[src/rtl/vx_warp_ctl_issue.sv]
// Warp-control issue: turns TMC/WSPAWN/BAR requests into one-cycle wctl pulses and tracks barrier arrivals.
// Accept-to-pulse 1 cycle (wspawn waits for a lone active warp); req_ready only in IDLE, one request in flight.
module vx_warp_ctl_issue #(
  parameter int NUM_WARPS    = 4,
  parameter int NUM_BARRIERS = 8,
  parameter int PC_BITS      = 30,
  localparam int NW_WIDTH    = (NUM_WARPS > 2) ? $clog2(NUM_WARPS) : 1,
  localparam int NB_WIDTH    = (NUM_BARRIERS > 2) ? $clog2(NUM_BARRIERS) : 1
) (
  input  logic                             clk,
  input  logic                             reset_n,
  input  logic                             req_valid,
  output logic                             req_ready,
  input  logic [1:0]                       req_op,
  input  logic [NW_WIDTH-1:0]              req_wid,
  input  logic [NUM_WARPS-1:0]             req_mask,
  input  logic [PC_BITS-1:0]               req_pc,
  input  logic [NB_WIDTH-1:0]              req_bar_id,
  input  logic [NW_WIDTH-1:0]              req_bar_size_m1,
  input  logic [NUM_WARPS-1:0]             active_warps,
  input  logic                             bar_release,
  input  logic [NB_WIDTH-1:0]              bar_release_id,
  output logic                             wctl_valid,
  output logic [NW_WIDTH-1:0]              wctl_wid,
  output logic                             wctl_tmc_valid,
  output logic [NUM_WARPS-1:0]             wctl_tmc_mask,
  output logic                             wctl_wspawn_valid,
  output logic [NUM_WARPS-1:0]             wctl_wspawn_mask,
  output logic [PC_BITS-1:0]               wctl_wspawn_pc,
  output logic                             wctl_bar_valid,
  output logic [NB_WIDTH-1:0]              wctl_bar_id,
  output logic [NW_WIDTH-1:0]              wctl_bar_size_m1,
  output logic [NUM_BARRIERS*NW_WIDTH-1:0] bar_arrived,
  output logic                             err_dup_arrival,
  output logic                             err_op
);

  typedef enum logic [1:0] {IDLE, ISSUE, SPAWN_WAIT, SPAWN_ACK} state_e;

  localparam logic [1:0] OP_TMC    = 2'd0;
  localparam logic [1:0] OP_WSPAWN = 2'd1;
  localparam logic [1:0] OP_BAR    = 2'd2;

  state_e                state_q;
  logic [1:0]            h_op_q;
  logic [NW_WIDTH-1:0]   h_wid_q;
  logic [NUM_WARPS-1:0]  h_mask_q;
  logic [PC_BITS-1:0]    h_pc_q;
  logic [NB_WIDTH-1:0]   h_bar_id_q;
  logic [NW_WIDTH-1:0]   h_bar_sz_q;
  logic [NUM_WARPS-1:0]  act_snap_q;

  logic                  wctl_valid_q;
  logic [NW_WIDTH-1:0]   wctl_wid_q;
  logic                  wctl_tmc_valid_q;
  logic [NUM_WARPS-1:0]  wctl_tmc_mask_q;
  logic                  wctl_ws_valid_q;
  logic [NUM_WARPS-1:0]  wctl_ws_mask_q;
  logic [PC_BITS-1:0]    wctl_ws_pc_q;
  logic                  wctl_bar_valid_q;
  logic [NB_WIDTH-1:0]   wctl_bar_id_q;
  logic [NW_WIDTH-1:0]   wctl_bar_sz_q;
  logic                  err_op_q;
  logic                  err_dup_q;

  logic [NW_WIDTH-1:0]   bar_cnt_q  [NUM_BARRIERS];
  logic [NW_WIDTH-1:0]   bar_cnt_d  [NUM_BARRIERS];
  logic [NUM_WARPS-1:0]  bar_wait_q [NUM_BARRIERS];
  logic [NUM_WARPS-1:0]  bar_wait_d [NUM_BARRIERS];
  logic                  dup_hit;

  function automatic logic [NW_WIDTH:0] popcnt(input logic [NUM_WARPS-1:0] v);
    logic [NW_WIDTH:0] n;
    n = '0;
    for (int i = 0; i < NUM_WARPS; i++) n = n + {{NW_WIDTH{1'b0}}, v[i]};
    return n;
  endfunction

  assign req_ready = (state_q == IDLE);

  always_ff @(posedge clk or negedge reset_n) begin
    if (!reset_n) begin
      state_q          <= IDLE;
      h_op_q           <= '0;
      h_wid_q          <= '0;
      h_mask_q         <= '0;
      h_pc_q           <= '0;
      h_bar_id_q       <= '0;
      h_bar_sz_q       <= '0;
      act_snap_q       <= '0;
      wctl_valid_q     <= 1'b0;
      wctl_wid_q       <= '0;
      wctl_tmc_valid_q <= 1'b0;
      wctl_tmc_mask_q  <= '0;
      wctl_ws_valid_q  <= 1'b0;
      wctl_ws_mask_q   <= '0;
      wctl_ws_pc_q     <= '0;
      wctl_bar_valid_q <= 1'b0;
      wctl_bar_id_q    <= '0;
      wctl_bar_sz_q    <= '0;
      err_op_q         <= 1'b0;
    end else begin
      // Every wctl field is a one-cycle pulse; zero unless set below.
      wctl_valid_q     <= 1'b0;
      wctl_wid_q       <= '0;
      wctl_tmc_valid_q <= 1'b0;
      wctl_tmc_mask_q  <= '0;
      wctl_ws_valid_q  <= 1'b0;
      wctl_ws_mask_q   <= '0;
      wctl_ws_pc_q     <= '0;
      wctl_bar_valid_q <= 1'b0;
      wctl_bar_id_q    <= '0;
      wctl_bar_sz_q    <= '0;
      case (state_q)
        IDLE: begin
          if (req_valid) begin
            h_op_q     <= req_op;
            h_wid_q    <= req_wid;
            h_mask_q   <= req_mask;
            h_pc_q     <= req_pc;
            h_bar_id_q <= req_bar_id;
            h_bar_sz_q <= req_bar_size_m1;
            case (req_op)
              OP_TMC: begin
                state_q          <= ISSUE;
                wctl_valid_q     <= 1'b1;
                wctl_wid_q       <= req_wid;
                wctl_tmc_valid_q <= 1'b1;
                wctl_tmc_mask_q  <= req_mask;
              end
              OP_BAR: begin
                state_q          <= ISSUE;
                wctl_valid_q     <= 1'b1;
                wctl_wid_q       <= req_wid;
                wctl_bar_valid_q <= 1'b1;
                wctl_bar_id_q    <= req_bar_id;
                wctl_bar_sz_q    <= req_bar_size_m1;
              end
              OP_WSPAWN: state_q <= SPAWN_WAIT;
              default:   err_op_q <= 1'b1;
            endcase
          end
        end
        ISSUE: state_q <= IDLE;
        SPAWN_WAIT: begin
          if (popcnt(active_warps) == (NW_WIDTH+1)'(1)) begin
            state_q         <= SPAWN_ACK;
            act_snap_q      <= active_warps;
            wctl_valid_q    <= 1'b1;
            wctl_wid_q      <= h_wid_q;
            wctl_ws_valid_q <= 1'b1;
            wctl_ws_mask_q  <= h_mask_q & ~(NUM_WARPS'(1) << h_wid_q);
            wctl_ws_pc_q    <= h_pc_q;
          end
        end
        SPAWN_ACK: begin
          // Hold off new requests until the scheduler shows the spawn took effect.
          if (active_warps != act_snap_q) state_q <= IDLE;
        end
        default: state_q <= IDLE;
      endcase
    end
  end

  // Release is applied before a same-cycle arrival on the same barrier.
  always_comb begin
    bar_cnt_d  = bar_cnt_q;
    bar_wait_d = bar_wait_q;
    dup_hit    = 1'b0;
    if (bar_release) begin
      bar_cnt_d[bar_release_id]  = '0;
      bar_wait_d[bar_release_id] = '0;
    end
    if (state_q == ISSUE && h_op_q == OP_BAR) begin
      if (bar_wait_d[h_bar_id_q][h_wid_q]) begin
        dup_hit = 1'b1;
      end else begin
        bar_wait_d[h_bar_id_q][h_wid_q] = 1'b1;
        bar_cnt_d[h_bar_id_q] = (bar_cnt_d[h_bar_id_q] == h_bar_sz_q) ? '0
                              : bar_cnt_d[h_bar_id_q] + NW_WIDTH'(1);
      end
    end
  end

  always_ff @(posedge clk or negedge reset_n) begin
    if (!reset_n) begin
      bar_cnt_q  <= '{default: '0};
      bar_wait_q <= '{default: '0};
      err_dup_q  <= 1'b0;
    end else begin
      bar_cnt_q  <= bar_cnt_d;
      bar_wait_q <= bar_wait_d;
      err_dup_q  <= err_dup_q | dup_hit;
    end
  end

  always_comb begin
    bar_arrived = '0;
    for (int b = 0; b < NUM_BARRIERS; b++) bar_arrived[b*NW_WIDTH +: NW_WIDTH] = bar_cnt_q[b];
  end

  assign wctl_valid        = wctl_valid_q;
  assign wctl_wid          = wctl_wid_q;
  assign wctl_tmc_valid    = wctl_tmc_valid_q;
  assign wctl_tmc_mask     = wctl_tmc_mask_q;
  assign wctl_wspawn_valid = wctl_ws_valid_q;
  assign wctl_wspawn_mask  = wctl_ws_mask_q;
  assign wctl_wspawn_pc    = wctl_ws_pc_q;
  assign wctl_bar_valid    = wctl_bar_valid_q;
  assign wctl_bar_id       = wctl_bar_id_q;
  assign wctl_bar_size_m1  = wctl_bar_sz_q;
  assign err_dup_arrival   = err_dup_q;
  assign err_op            = err_op_q;

endmodule

[config.mk]
export PLATFORM = sky130hd
export DESIGN_NAME = vx_warp_ctl_issue
export DESIGN_NICKNAME = d
export VERILOG_FILES = /design/src/rtl/vx_warp_ctl_issue.sv
export SDC_FILE = /design/constraint.sdc
export NUM_CORES = 1
export LEC_CHECK = 0
export ABC_AREA = 1
export CORE_MARGIN = 3
export CORE_UTILIZATION = 55
export DETAILED_ROUTE_END_ITERATION = 12
export GPL_TIMING_DRIVEN = 0
export PLACE_DENSITY_LB_ADDON = 0.25
export SLEW_MARGIN = 20
export SYNTH_ARGS = -nofsm -noshare
export SYNTH_HDL_FRONTEND = slang
export SYNTH_SLANG_ARGS = --single-unit
[constraint.sdc]
create_clock -name clk -period 3.8 [get_ports clk]
set_input_delay 0.57 -clock clk [delete_from_list [all_inputs] [get_ports clk]]
set_output_delay 0.57 -clock clk [all_outputs]
set_load 0.01 [all_outputs]
-- Word-level counts from Yosys, hierarchy flattened
Index checks and enable logic that the tools add are counted.
- register bits: 148
- bits of input ports: 54
- output and inout bits: 68
- logic and storage cells: 144
- $add $sub $neg: 4
- $lt $le $gt $ge: 6
- equal/unequal tests: 13
- shift-type cells: 1
- muxes and demuxes: 61
- bitwise gates (word level): 11
- reductions and logical operators: 12
- operator list (kind ; count):
    32-bit two-way mux ; 3
    30-bit two-way mux ; 2
    16-bit two-way mux ; 3
    4-bit two-way mux ; 9
    32-bit bitwise AND ; 1
    32-bit inverter ; 1
    32-bit OR ; 1
    2-bit two-way mux ; 14
    4-bit demux with 3-bit select ; 2
    16-bit bitwise AND ; 1
    16-bit bitwise mux ; 1
    16-bit inverter ; 1
    1-bit two-way mux ; 14
    4-bit binary-select mux with 3-bit select ; 1
    2-bit demux with 3-bit select ; 2
    3-bit two-way mux ; 3
    2-bit equality test (second input constant) ; 4
    4-bit >= comparator (second input constant) ; 2
    4-bit by 1-bit < comparator with 1-bit output (second input constant) ; 2
    3-bit inverter with 4-bit output ; 2
    2-bit case mux with 2 select lines ; 2
    2-bit case mux with 4 select lines ; 1
    2-bit binary-select mux with 3-bit select ; 1
    2-bit != test (second input constant) ; 3
    other kinds (26) ; 32

-- Depth between registers and ports, before layout
Gate-level depths: netlist of run 1.
- depth after elaboration: 16
- mapped depth: 15

-- Worst setup path before layout of run 1
Ideal clock, no wire load.
- path type: input to register
- start: input active_warps[0]
- end: register act_snap_q[2]
- library setup time: 0.117 ns
- data arrival time: 2.303 ns
- setup slack: 1.380 ns
- stages: 12
- cell sequence: inv_1 > fa_1 > inv_1 > ha_1 > ha_1 > nor2_1 > nand2_1 > nor2_1 > inv_1 > clkbuf_1 > nand2_1 > nand2_1
- longest elaborated chain between the ends: 5
- RTL lines (item ; RTL line ; source):
    from (decl) ; 20 ; input logic [NUM_WARPS-1:0] active_warps,
    1-bit by 1-bit adder with 2-bit output ; 75 ; for (int i = 0; i < NUM_WARPS; i++) n = n + {{NW_WIDTH{1'b0}}, v[i]};
    2-bit by 1-bit adder with 3-bit output ; 75 ;
    3-bit by 1-bit adder with 3-bit output ; 75 ;
    3-bit by 1-bit equality test with 1-bit output ; 146 ; if (popcnt(active_warps) == (NW_WIDTH+1)'(1)) begin
    2-bit AND reduction (no line) ; - ;
    to (signal assigned) ; 148 ; act_snap_q <= active_warps;
    to (decl) ; 51 ; logic [NUM_WARPS-1:0] act_snap_q;
Every way passes these cells.
A chain may end at the register's enable or synchronous reset.

-- Worst setup path after layout of run 1
- start: input active_warps[0]
- end: register wctl_wid_q[0] (netlist: wctl_wid[0])
- longest elaborated chain between the ends: 6
- RTL lines (item ; RTL line ; source):
    1-bit by 1-bit adder with 2-bit output ; 75 ;
    2-bit by 1-bit adder with 3-bit output ; 75 ;
    3-bit by 1-bit adder with 3-bit output ; 75 ;
    3-bit by 1-bit equality test with 1-bit output ; 146 ;
    2-bit two-way mux ; 146 ;
    2-bit case mux with 2 select lines ; 114 ; case (state_q)
    to (signal assigned) ; 127 ; wctl_wid_q <= req_wid;
    to (signal assigned) ; 134 ; wctl_wid_q <= req_wid;
    to (signal assigned) ; 150 ; wctl_wid_q <= h_wid_q;
    to (decl) ; 54 ; logic [NW_WIDTH-1:0] wctl_wid_q;
Every way passes these cells.

==> results of run 1 <==
==> critical path: cells and delay by family <==
| kind | cells | cell delay [ns] |
|---|---|---|
| AO/OA/AOI/OAI | 1 | 0.24 |
| adder cells (fa/ha/maj) | 3 | 1.00 |
| buffers and inverters | 5 | 1.01 |
| AND/OR/NAND/NOR | 3 | 0.41 |
==> logic make-up (layout without fill, tap and decap cells) <==
logic type	count (synthesis)	in the layout	share of synthesized area, %
buffers and inverters	80	232	5.04
XOR/XNOR	1	1	0.139
AND/OR/NAND/NOR	451	451	29.4
flip-flops	148	148	59.0
AO/OA/AOI/OAI	63	63	5.78
adder cells (fa/ha/maj)	3	3	0.717
==> per-layer routing <==
| metal | track usage, % | share of wire, % |
|---|---|---|
| met1 | 35.1 | 41 |
| met3 | 9.09 | 8.6 |
| met4 | 9.78 | 2.4 |
| met2 | 43.5 | 48 |
| met5 | 0 | 0 |
==> registers in the layout, summed over array words and instances (netlist names) <==
register and count:
h_op_q 2, err_dup_arrival 1, wctl_bar_size_m1 2, h_bar_id_q 3
bar_arrived 16, h_mask_q 4, err_op 1, h_wid_q 2
wctl_valid 1, wctl_bar_valid 1, h_bar_sz_q 2, wctl_tmc_valid 1
state_q 2, h_pc_q 30, act_snap_q 4, wctl_wspawn_mask 4
wctl_tmc_mask 4, bar_wait_q 32, wctl_bar_id 3, wctl_wid 2
wctl_wspawn_valid 1, wctl_wspawn_pc 30
==> worst min-delay path by stage <==
stage / from / endpoint / slack [ns]
after floorplan: reset_n / act_snap_q[0] / 0.27
after global placement: err_op / err_op / 0.46
after detailed placement: err_op / err_op / 0.46
after CTS: reset_n / wctl_tmc_mask[1] / 0.05
after global routing: reset_n / wctl_tmc_mask[1] / 0.05
final: reset_n / wctl_tmc_mask[1] / 0.04
==> per-stage QoR <==
stage | total power [mW] | setup TNS, ns | utilization [%] | hold WS, ns | instances
6_report | 5.01 | 0 | 75.2 | 0.0385 | 1038
5_1_grt | 5.33 | 0 | 75.2 | 0.0537 | 1038
4_1_cts | 5.03 | 0 | 75.2 | 0.0490 | 1038
3_5_place_dp | 3.41 | 0 | 70.1 | 0.462 | 1008
3_3_place_gp | 3.37 | -509.71 | 69.8 | 0.460 | 1007
2_1_floorplan | 2.85 | 0 | - | 0.274 | 746
==> area by class of cell <==
class	count	area [µm²]
clock inverters	9	106
inverters	61	229
flip-flops and latches	148	3700
fillers	784	2730
multi-input cells	518	2260
well taps	140	175
clock buffers	21	450
plain buffers	19	87.6
repair buffers	122	1240
==> placed cells by master, fill, tap and decap left out, types with 2 or more instances in the layout <==
master / synthesis / final
clkbuf_1: 12 / 15
ha_1: 2 / 2
nand3_1: 38 / 38
buf_4: 2 / 2
nor3_1: 8 / 8
dfrtp_1: 148 / 148
nand2_4: 3 / 3
bufinv_16: 0 / 2
a21oi_1: 2 / 2
clkinv_2: 0 / 4
o21ai_0: 32 / 32
o21bai_1: 5 / 5
clkinv_4: 0 / 2
nor2_4: 2 / 2
nor2_1: 87 / 87
o22ai_1: 3 / 3
nand2_1: 290 / 290
o21ai_2: 2 / 2
clkbuf_16: 0 / 17
o21ai_1: 10 / 10
nand2_2: 5 / 5
inv_1: 59 / 59
a21boi_0: 5 / 5
clkdlybuf4s50_1: 0 / 120
buf_1: 3 / 3
nand4_1: 18 / 18
==> power groups by stage <==
stage	clock network, mW	registers, mW	logic, mW
after floorplan	0	2.10	0.747
after global placement	0	2.10	1.27
after detailed placement	0	2.10	1.31
after CTS	1.62	2.08	1.32
after global routing	1.70	2.13	1.50
final	1.60	2.09	1.32
==> impl_summary.md, run 1 <==
Flow run
The tool flagged a number of max-cap violations equal to 0.

Synthesis
The flip-flop and latch count after synthesis is 148. A synthesized cell averages 8.42 µm². Synthesis produced a netlist with a net count of 803. The gate count after technology mapping is 746. Yosys instantiated no cell more often than nand2_1.

The number of enable-type register cells in the synthesized netlist is 0. Of all flip-flops after synthesis, the portion carrying an async set or reset was 100%. The dominant cell type by area after synthesis is dfrtp_1. Among all flip-flop cells after synthesis, the most frequent one is dfrtp_1. In the post-synthesis netlist, the biggest area contributors are dfrtp_1, nand2_1, nor2_1.

The area share of the largest cell type after synthesis is 59.0%. The count of synthesis-stage warnings from yosys is 0. The post-synthesis instance area is 6280 µm². Sequential cells were found to cover 59.0% of the synthesized design area. The commonest cells after synthesis are nand2_1, dfrtp_1, nor2_1. The synthesized netlist contains 31 unique library cells.

Timing
The count of final hold-check violations is 0. The fraction of the cycle the final worst path needs is 76.3%. Setup repair after global routing left no endpoint under its margin. Across all setup checks in the final design, the least slack found is 0.900 ns. In this run the tightest slew margin relative to its limit is 64.9%. Timing would allow up to 345 MHz.

The total of endpoints with negative setup slack in the final report is 0. For the pin with the worst max-slew slack, the measured transition is 0.522 ns. The setup skew after layout is 0.00690 ns. The final-report max-slew violation count is 0. The minimum clock period is 2.90 ns.

Setup path
The most critical setup path has its startpoint at active_warps[0]. The most prevalent standard cell on the critical path is inv_1. For the worst setup path, the data arrival time is 3.22 ns.

The last element of the critical path is wctl_wid[0]. The data required time at the worst endpoint is 4.12 ns. The path type of the worst setup path is in2reg. STA classifies the critical path startpoint as an input pin. The worst flop-to-flop path endpoint is bar_arrived[1]. STA classifies the critical path endpoint as a flop. The slowest stage of the critical path is the fa_1 cell. The number of cells on the worst reg-to-reg path is 12. The worst register-to-register path begins at h_bar_id_q[0]. Along the worst path, the maximum fanout reaches 10. The biggest cell delay along the critical path is 0.55 ns.

Across all register-to-register paths, the minimum setup slack is 1.30 ns. The signal on the critical path passes through clkdlybuf4s50_1, inv_1, fa_1, inv_1, ha_1, ha_1, nor2_1, nand2_1, nor2_1, inv_1, clkbuf_1, o22ai_1.

Die
The initial utilization of the core area, before any placement, comes to 57.2%. In this run the count of I/O pins placed on the die edge is 122. The standard cell core area is 11000 µm². The die height is 113 µm.

In this run the horizontal extent of the chip is 113 µm. The total die area is 12700 µm². The row count is 38.

Finish
The post-route netlist has 5.23% of its cells at a drive strength greater than 1. The number of antenna cells inserted is 0. The total number of nets in the final design is 944. The final design instance area without fill is 8260 µm².

The layout overhead on the synthesized area is 31.4%.

CTS
The H-tree generated during clock tree synthesis spans 4 levels. The clock drives 148 sinks. The worst-skew pair later-pin latency is 0.42 ns.

In this run, post-CTS hold repair placed 0 buffers. The number of buffers between clock root and the deepest sink is 2. After clock tree synthesis, the clock-pin slew on the worst setup and hold paths is 0.06 ns. The CTS root buffer is clkbuf_16. The post-CTS resize count is 0.

The number of buffers added for setup after CTS is 0. The number of buffers created by CTS is 17. TritonCTS built the clock tree.

Power and ir drop
In this run the power density over the cells is 607 nW/µm². The combinational fraction of design power is 26.4%. The total internal power is 3.34 mW. The switching share of power is 33.4%. IR analysis of the VDD net gives a maximum drop of 519 µV. Per report_power, the clock group accounts for 31.9% of the total. The leakage power is 4.20 nW.

The net load switching power is 1.67 mW. The fraction of power consumed by sequential logic is 41.6%.

Placed design
The final estimated routing congestion in global placement is 1.02. Input and output buffers added on the ports amount to 121. The post-detailed-placement half-perimeter wirelength is 11500 µm. Before CTS, the worst setup slack after placement is 0.509 ns. The area after detailed placement is 7700 µm².

Detailed routing
Once detail routing completed, the nets flagged for antenna violations numbered 0. The DRC violation count after routing is 0. Summing over every cut layer, the via total after detailed routing is 5496. The detail-routed via count per cell is 5.29. The pre-antenna-repair detailed-routing pass consisted of 5 iterations. In the final routed layout, each cell accounts on average for 15.4 µm.

After detailed routing, the total wire length is 16000 µm. In this run, the number of DRC markers left after iteration 0 of detailed routing was 474.

Run status
The flow ran to the end, and the final reports show no timing, DRC or antenna violations.

Global routing
The number of antenna violations at the first check in global routing came to 0. The via count of the first global-routing pass is 5661. Global routing consumed, over all layers together, 27.3% of the routing resources.

The final global-route overflow total is 0. The first global-routing pass estimated 27300 µm of wire. The maximum number of pins on one net before global-route repair is 103.

Hold path
The path class of the tightest hold or removal check is in2async.
Power figures use the tool's default switching activity.
==> inputs of run 2 (changes only) <==
--- a/config.mk
+++ b/config.mk
@@ -7,7 +7,7 @@
 export LEC_CHECK = 0
 export ABC_AREA = 1
 export CORE_MARGIN = 3
-export CORE_UTILIZATION = 55
+export CORE_UTILIZATION = 52
 export DETAILED_ROUTE_END_ITERATION = 12
 export GPL_TIMING_DRIVEN = 0
 export PLACE_DENSITY_LB_ADDON = 0.25
==> constraint.sdc (replaced) <==
create_clock -name clk -period 2.67 [get_ports clk]
set_input_delay 0.4005 -clock clk [delete_from_list [all_inputs] [get_ports clk]]
set_output_delay 0.4005 -clock clk [all_outputs]
set_load 0.01 [all_outputs]
==> impl_summary.md, run 2 (same netlist as run 1, synthesis figures left out) <==
Detailed routing
The number of DRC violations after detailed-routing iteration 0 is 420 (-11%). The total routed wirelength is 16200 µm (+1.3%). The residual antenna-violating net count after detailed routing is 0 (unchanged). The detailed-route wire length per cell came to 15.5 µm (+0.70%). The detail-routed via count per cell is 5.23 (-1.2%). The DRC violation count after routing was 0 (unchanged).

The number of iterations in the first detailed-routing pass came to 6 (+1). The total via count in the routed design is 5464 (-0.58%).

CTS
Clock tree synthesis selected as its root buffer the cell clkbuf_16. The worst-skew pair later-pin latency is 0.43 ns (about the same). The number of buffers between clock root and the deepest sink is 2 (unchanged).

The number of buffers created by CTS is 17 (unchanged). The number of buffers added for setup after CTS came to 0 (unchanged). The maximum level of the CTS H-tree is 4 (unchanged). The TritonCTS clock tree is yes. The clock-pin slew on the worst setup and hold paths is 0.06 ns (about the same). The CTS sink count came to 148 (unchanged).

Die
The number of primary I/O pins is 122 (unchanged). The die height is 116 µm (+2.7%). The starting density of the core is 54.1% (-3.1 points).

The row count is 39 (+2.6%). The standard cell core area is 11600 µm² (+5.7%). The total die area is 13400 µm² (+5.5%). The overall die width was 116 µm (+2.7%).

Setup path
The source of the worst register-to-register timing path is h_bar_id_q[0]. The buffer and inverter count on the worst path came to 5 (unchanged). The worst setup path is captured at a flop. In this design, the largest share of critical-path delay is due to buffers and inverters. The maximum net fanout on the critical path was 10 (unchanged). The worst setup path is of the in2reg kind. The number of cells on the worst reg-to-reg path was 12 (unchanged). The data required time at the worst endpoint is 3.02 ns (-1.10 ns). The minimum setup slack among reg-to-reg paths came to 0.17 ns (-1.13 ns).

The slowest stage of the critical path is the fa_1 cell. The data arrival time of the worst path is 2.88 ns (-0.34 ns). Walking the worst path, the cells encountered are clkdlybuf4s50_1, inv_1, fa_1, inv_1, ha_1, ha_1, nor2_1, nand2_1, inv_1, clkbuf_1, nand2_1, nor2_1.

In this design, the critical path's most frequently occurring cell is inv_1. The worst setup path is launched from an input pin. The biggest cell delay along the critical path came to 0.55 ns (about the same).

The endpoint identified for the worst register-to-register timing path is bar_arrived[9].

Finish
The number of flip-flops in the largest register is 32 (unchanged). The most common cell after layout, fill and taps aside is nand2_1. The number of antenna cells inserted came to 0 (unchanged). The register containing the most flip-flops in the final layout is bar_wait_q. The fraction of layout instances using a drive strength above 1 was 6.55% (+1.3 points). The total number of nets in the final design is 945 (+0.11%).

The number of filler instances in the final layout is 853 (+8.8%). In the layout the commonest cells are nand2_1, dfrtp_1, clkdlybuf4s50_1. The share of the core filled with cells in the final layout is 71.7% (-3.5 points). Compared with the post-synthesis result, the final layout area differs by 32.6%.

Global routing
The final global-route overflow total is 0 (unchanged). The number of antenna violations at the first check in global routing is 0 (unchanged). The maximum number of pins on one net before global-route repair came to 94 (-8.7%). The total routing resource utilization after global routing is 25.6% (-1.7 points). The first-pass GRT wire length was 26200 µm (-4.1%). The via count of the first global-routing pass came to 5494 (-3.0%).

Timing
The top achievable clock speed is 395 MHz. After layout, the worst path uses 94.9% of the clock period. The headroom to the max-slew limit is 61.9% (-3.0 points).

The minimum clock period is 2.53 ns. The total negative slack is 0 ns (unchanged). The total of endpoints with negative setup slack in the final report is 0 (unchanged). The setup skew after layout was 0.00682 ns (-0.0000849 ns). Setup repair after global routing could not meet its margin everywhere. The transition at the pin with the smallest max-transition slack is 0.567 ns (+0.0451 ns). The final-report max-slew violation count is 0 (unchanged).

The count of final hold-check violations is 0 (unchanged).

Hold path
The start point of the worst hold path is err_op. The cell depth of the worst hold path is 1. The min-delay analysis places its worst path in the category reg2reg. The sink of the worst hold path is err_op.

Placed design
The number of buffer cells added on primary ports came to 121 (unchanged). The post-detailed-placement half-perimeter wirelength is 11300 µm (-1.6%). The final estimated routing congestion in global placement is 0.934 (-8.3%).

Run status
The run finished with clean final reports.

Power and ir drop
The peak ir drop on the vdd network is 611 µV (+18%). The power per cell area is 877 nW/µm² (+44%). The leakage power is 4.23 nW (+0.68%).

Flow run
The number of max-cap violations came to 0 (unchanged).
run 2: how the worst max path moves through the flow:
stage,start,to,slack [ns],cells after the start
after global placement,reset_n,h_pc_q[10],-4.44,1
after detailed placement,active_warps[0],act_snap_q[1],-0.38,12
after floorplan,active_warps[0],act_snap_q[2],0.42,12
after global routing,active_warps[1],wctl_wspawn_pc[10],-0.03,12
final,active_warps[0],wctl_wspawn_pc[8],0.14,12
after CTS,active_warps[0],act_snap_q[1],0.03,12
run 2: repair_timing:
action,CTS,global route
endpoints found under the hold margin,55,0
setup endpoints to repair,0,26
resized for setup,0,12
hold buffers,1,0
run 2: power breakdown:
group          internal [mW]  total [mW]  switching (mW)
Clock                   1.44        2.40           0.953
Sequential              2.70        2.98           0.274
Combinational          0.670        1.93            1.26
Total                   4.82        7.30            2.48
run 2: final cells by class:
class,count,area (µm²),area share (%)
Buffer,19,91.3,1.10
Clock inverter,12,141,1.70
Multi-Input combinational cell,518,2270,27.3
Sequential cell,148,3700,44.5
Tap cell,143,179,2.15
Timing Repair Buffer,123,1250,15.1
Inverter,61,229,2.75
Clock buffer,20,457,5.48
run 2: routing by layer:
metal	part of all wire [%]	vias to the layer above	global-route usage, %	wire length [µm]
li1	-	2634	-	-
met1	41	2591	30.9	6590
met2	50	204	42.9	8050
met3	6.9	35	7.21	1130
met4	2.8	0	11.2	458
met5	0	-	0	0
run 2: stage by stage:
| step | worst slack, ns | power [mW] | hold slack (ns) | cells | cell area [µm²] |
|---|---|---|---|---|---|
| after floorplan | 0.420 | 4.05 | 0.105 | 746 | 6280 |
| after global placement | -4.44 | 4.79 | 0.456 | 1010 | 7670 |
| after detailed placement | -0.381 | 4.86 | 0.348 | 1011 | 7700 |
| after CTS | 0.0297 | 7.30 | 0.467 | 1044 | 8310 |
| after global routing | -0.0312 | 7.69 | 0.480 | 1044 | 8330 |
| final | 0.136 | 7.30 | 0.467 | 1044 | 8330 |
==> inputs of run 3 (changes only) <==
--- a/config.mk
+++ b/config.mk
@@ -7,10 +7,11 @@
 export LEC_CHECK = 0
 export ABC_AREA = 1
 export CORE_MARGIN = 3
-export CORE_UTILIZATION = 52
+export CORE_UTILIZATION = 30
 export DETAILED_ROUTE_END_ITERATION = 12
 export GPL_TIMING_DRIVEN = 0
 export PLACE_DENSITY_LB_ADDON = 0.25
+export SKIP_CTS_REPAIR_TIMING = 1
 export SLEW_MARGIN = 20
 export SYNTH_ARGS = -nofsm -noshare
 export SYNTH_HDL_FRONTEND = slang
==> impl_summary.md, run 3 (same netlist as run 1, synthesis figures left out) <==
Detailed routing
The total routed wirelength is 17200 µm (+5.7%). The residual antenna-violating net count after detailed routing was 0 (unchanged). The total via count in the routed design is 5172 (-5.3%). The detail-routed via count per cell was 4.42 (-16%). The detailed-route wire length per cell came to 14.7 µm (-5.7%). The number of DRC violations after detailed-routing iteration 0 came to 369 (-12%). The number of iterations in the first detailed-routing pass is 4 (-2).

The DRC violation count after routing is 0 (unchanged).

Timing
The count of final hold-check violations is 4 (+4). The final-report max-slew violation count was 0 (unchanged). The fraction of the cycle the final worst path needs is 95.7% (+0.75 points). The setup skew after layout is 0.0107 ns (+0.00387 ns). The total of endpoints with negative setup slack in the final report was 0 (unchanged). The headroom to the max-slew limit was 53.1% (-8.8 points). The transition at the pin with the smallest max-transition slack is 0.704 ns (+0.137 ns).

The minimum clock period is 2.55 ns (+0.0200 ns). The top achievable clock speed came to 392 MHz (-0.78%). Setup repair after global routing could not meet its margin everywhere. The smallest hold slack came to -0.0227 ns (-0.490 ns).

Power and ir drop
The total power is 7.33 mW (+0.34%). The power per cell area was 863 nW/µm² (-1.6%). The peak ir drop on the vdd network is 414 µV (-32%).

The leakage power was 4.22 nW (about the same).

Placed design
The cell count after placement is 1138 (+13%). The final estimated routing congestion in global placement is 0.875 (-6.3%). The post-detailed-placement half-perimeter wirelength is 12200 µm (+8.5%).

The number of buffer cells added on primary ports is 121 (unchanged). The area after detailed placement came to 7860 µm² (+2.1%).

Run status
The final reports fail on negative hold slack. The run finished, with violations left.

Global routing
The via count of the first global-routing pass is 5108 (-7.0%). The met2 global-route usage is 24.2% (-19 points). The peak-usage layer in the global routing report is met2. The number of antenna violations at the first check in global routing was 0 (unchanged).

The maximum number of pins on one net before global-route repair is 89 (-5.3%). The first-pass GRT wire length is 27200 µm (+3.7%). The met1 routing resource usage after global routing is 20.5% (-10 points).

The total routing resource utilization after global routing came to 15.7% (-9.8 points). The global-route met3 utilization is 6.29% (-0.91 points). The final global-route overflow total is 0 (unchanged).

Die
The starting density of the core is 30.8% (-23 points). The die height came to 151 µm (+30%). The standard cell core area came to 20400 µm² (+76%). The row count was 52 (+33%).

The number of primary I/O pins came to 122 (unchanged). The overall die width was 151 µm (+30%). The total die area came to 22700 µm² (+69%).

CTS
The number of buffers created by CTS came to 17 (unchanged). The TritonCTS clock tree is yes. The number of buffers between clock root and the deepest sink was 2 (unchanged). The CTS root buffer is clkbuf_16. The clock-pin slew on the worst setup and hold paths is 0.06 ns (about the same). The CTS sink count is 148 (unchanged).

The worst-skew pair later-pin latency is 0.43 ns (about the same). The maximum level of the CTS H-tree is 4 (unchanged).

Setup path
The data required time at the worst endpoint is 3.02 ns (about the same). The library cell contributing the largest single delay on the critical path is fa_1. The most prevalent standard cell on the critical path is inv_1. On the critical path the largest part of the delay comes from buffers and inverters.

The sort of element at the start of the critical path is an input pin. The biggest cell delay along the critical path was 0.55 ns (about the same). The data arrival time of the worst path is 2.90 ns (+0.02 ns). The buffer and inverter count on the worst path is 5 (unchanged). The maximum net fanout on the critical path is 10 (unchanged).

The worst setup path is of the in2reg kind. The capturing element type of the critical path is a flop. The critical path goes through clkdlybuf4s50_1, inv_1, fa_1, inv_1, ha_1, ha_1, nor2_1, nand2_1, inv_1, clkbuf_1, nand2_1, nor2_1.

Finish
The number of antenna cells inserted was 0 (unchanged). The share of the core filled with cells in the final layout is 41.6% (-30 points). Leaving out fill and tap cells, the most frequent cells in the layout are nand2_1, dfrtp_1, clkdlybuf4s50_1. The register containing the most flip-flops in the final layout is bar_wait_q. The fraction of layout instances using a drive strength above 1 came to 6.67% (+0.12 points). The library cell used most frequently in the layout, excluding fill and tap cells, is nand2_1.

The total number of nets in the final design is 944 (-0.11%). Relative to the synthesized area, the layout overhead comes to 35.1%. The count of placed standard cells in the final layout, fillers left out is 1170 (+12%). The final design instance area without fill is 8490 µm² (+1.9%). The number of flip-flops in the largest register was 32 (unchanged).

Hold path
The class of the tightest hold or removal check is in2async.

Flow run
The number of max-cap violations is 0 (unchanged).
-- run 3: final cells by class --
cell class,instances,area (µm²)
fill,2092,11900
sequential,148,3700
inverter,61,229
buffer,19,90.1
tap,270,338
clock buffer,18,439
multi-input combinational,518,2280
timing repair buffer,122,1240
clock inverter,14,169
-- run 3: power by group --
| group | switching (mW) | internal, mW |
|---|---|---|
| Combinational | 1.24 | 0.668 |
| Sequential | 0.256 | 2.70 |
| Clock | 1.03 | 1.44 |
-- run 3: per-layer routing --
metal / vias to the layer above / wire [µm]
met1: 2390 / 7730
met5: - / 0
li1: 2636 / -
met2: 129 / 7830
met3: 17 / 1280
met4: 0 / 318
-- run 3: stage by stage --
stage          setup slack, ns  hold slack, ns  setup TNS, ns
3_3_place_gp             -5.05           0.452        -763.45
6_report                 0.116         -0.0227              0
3_5_place_dp            -0.497           0.466         -19.78
4_1_cts                -0.0470          0.0163        -0.0874
5_1_grt                -0.0389          0.0391         -0.242
2_1_floorplan            0.420           0.105              0
-- run 3: final timing paths --
path | endpoint | start | slack (ns) | depth (start not counted)
setup / recovery | wctl_wspawn_pc[22] | active_warps[0] | 0.12 | 12
hold / removal | wctl_wspawn_mask[3] | reset_n | -0.02 | 1
setup reg to reg | bar_arrived[5] | h_bar_id_q[0] | 0.21 | 12
hold reg to reg | err_op | err_op | 0.48 | 1
max in group asynchronous | wctl_bar_id[0] | reset_n | 1.92 | 2
min in group clk | err_op | err_op | 0.48 | 1
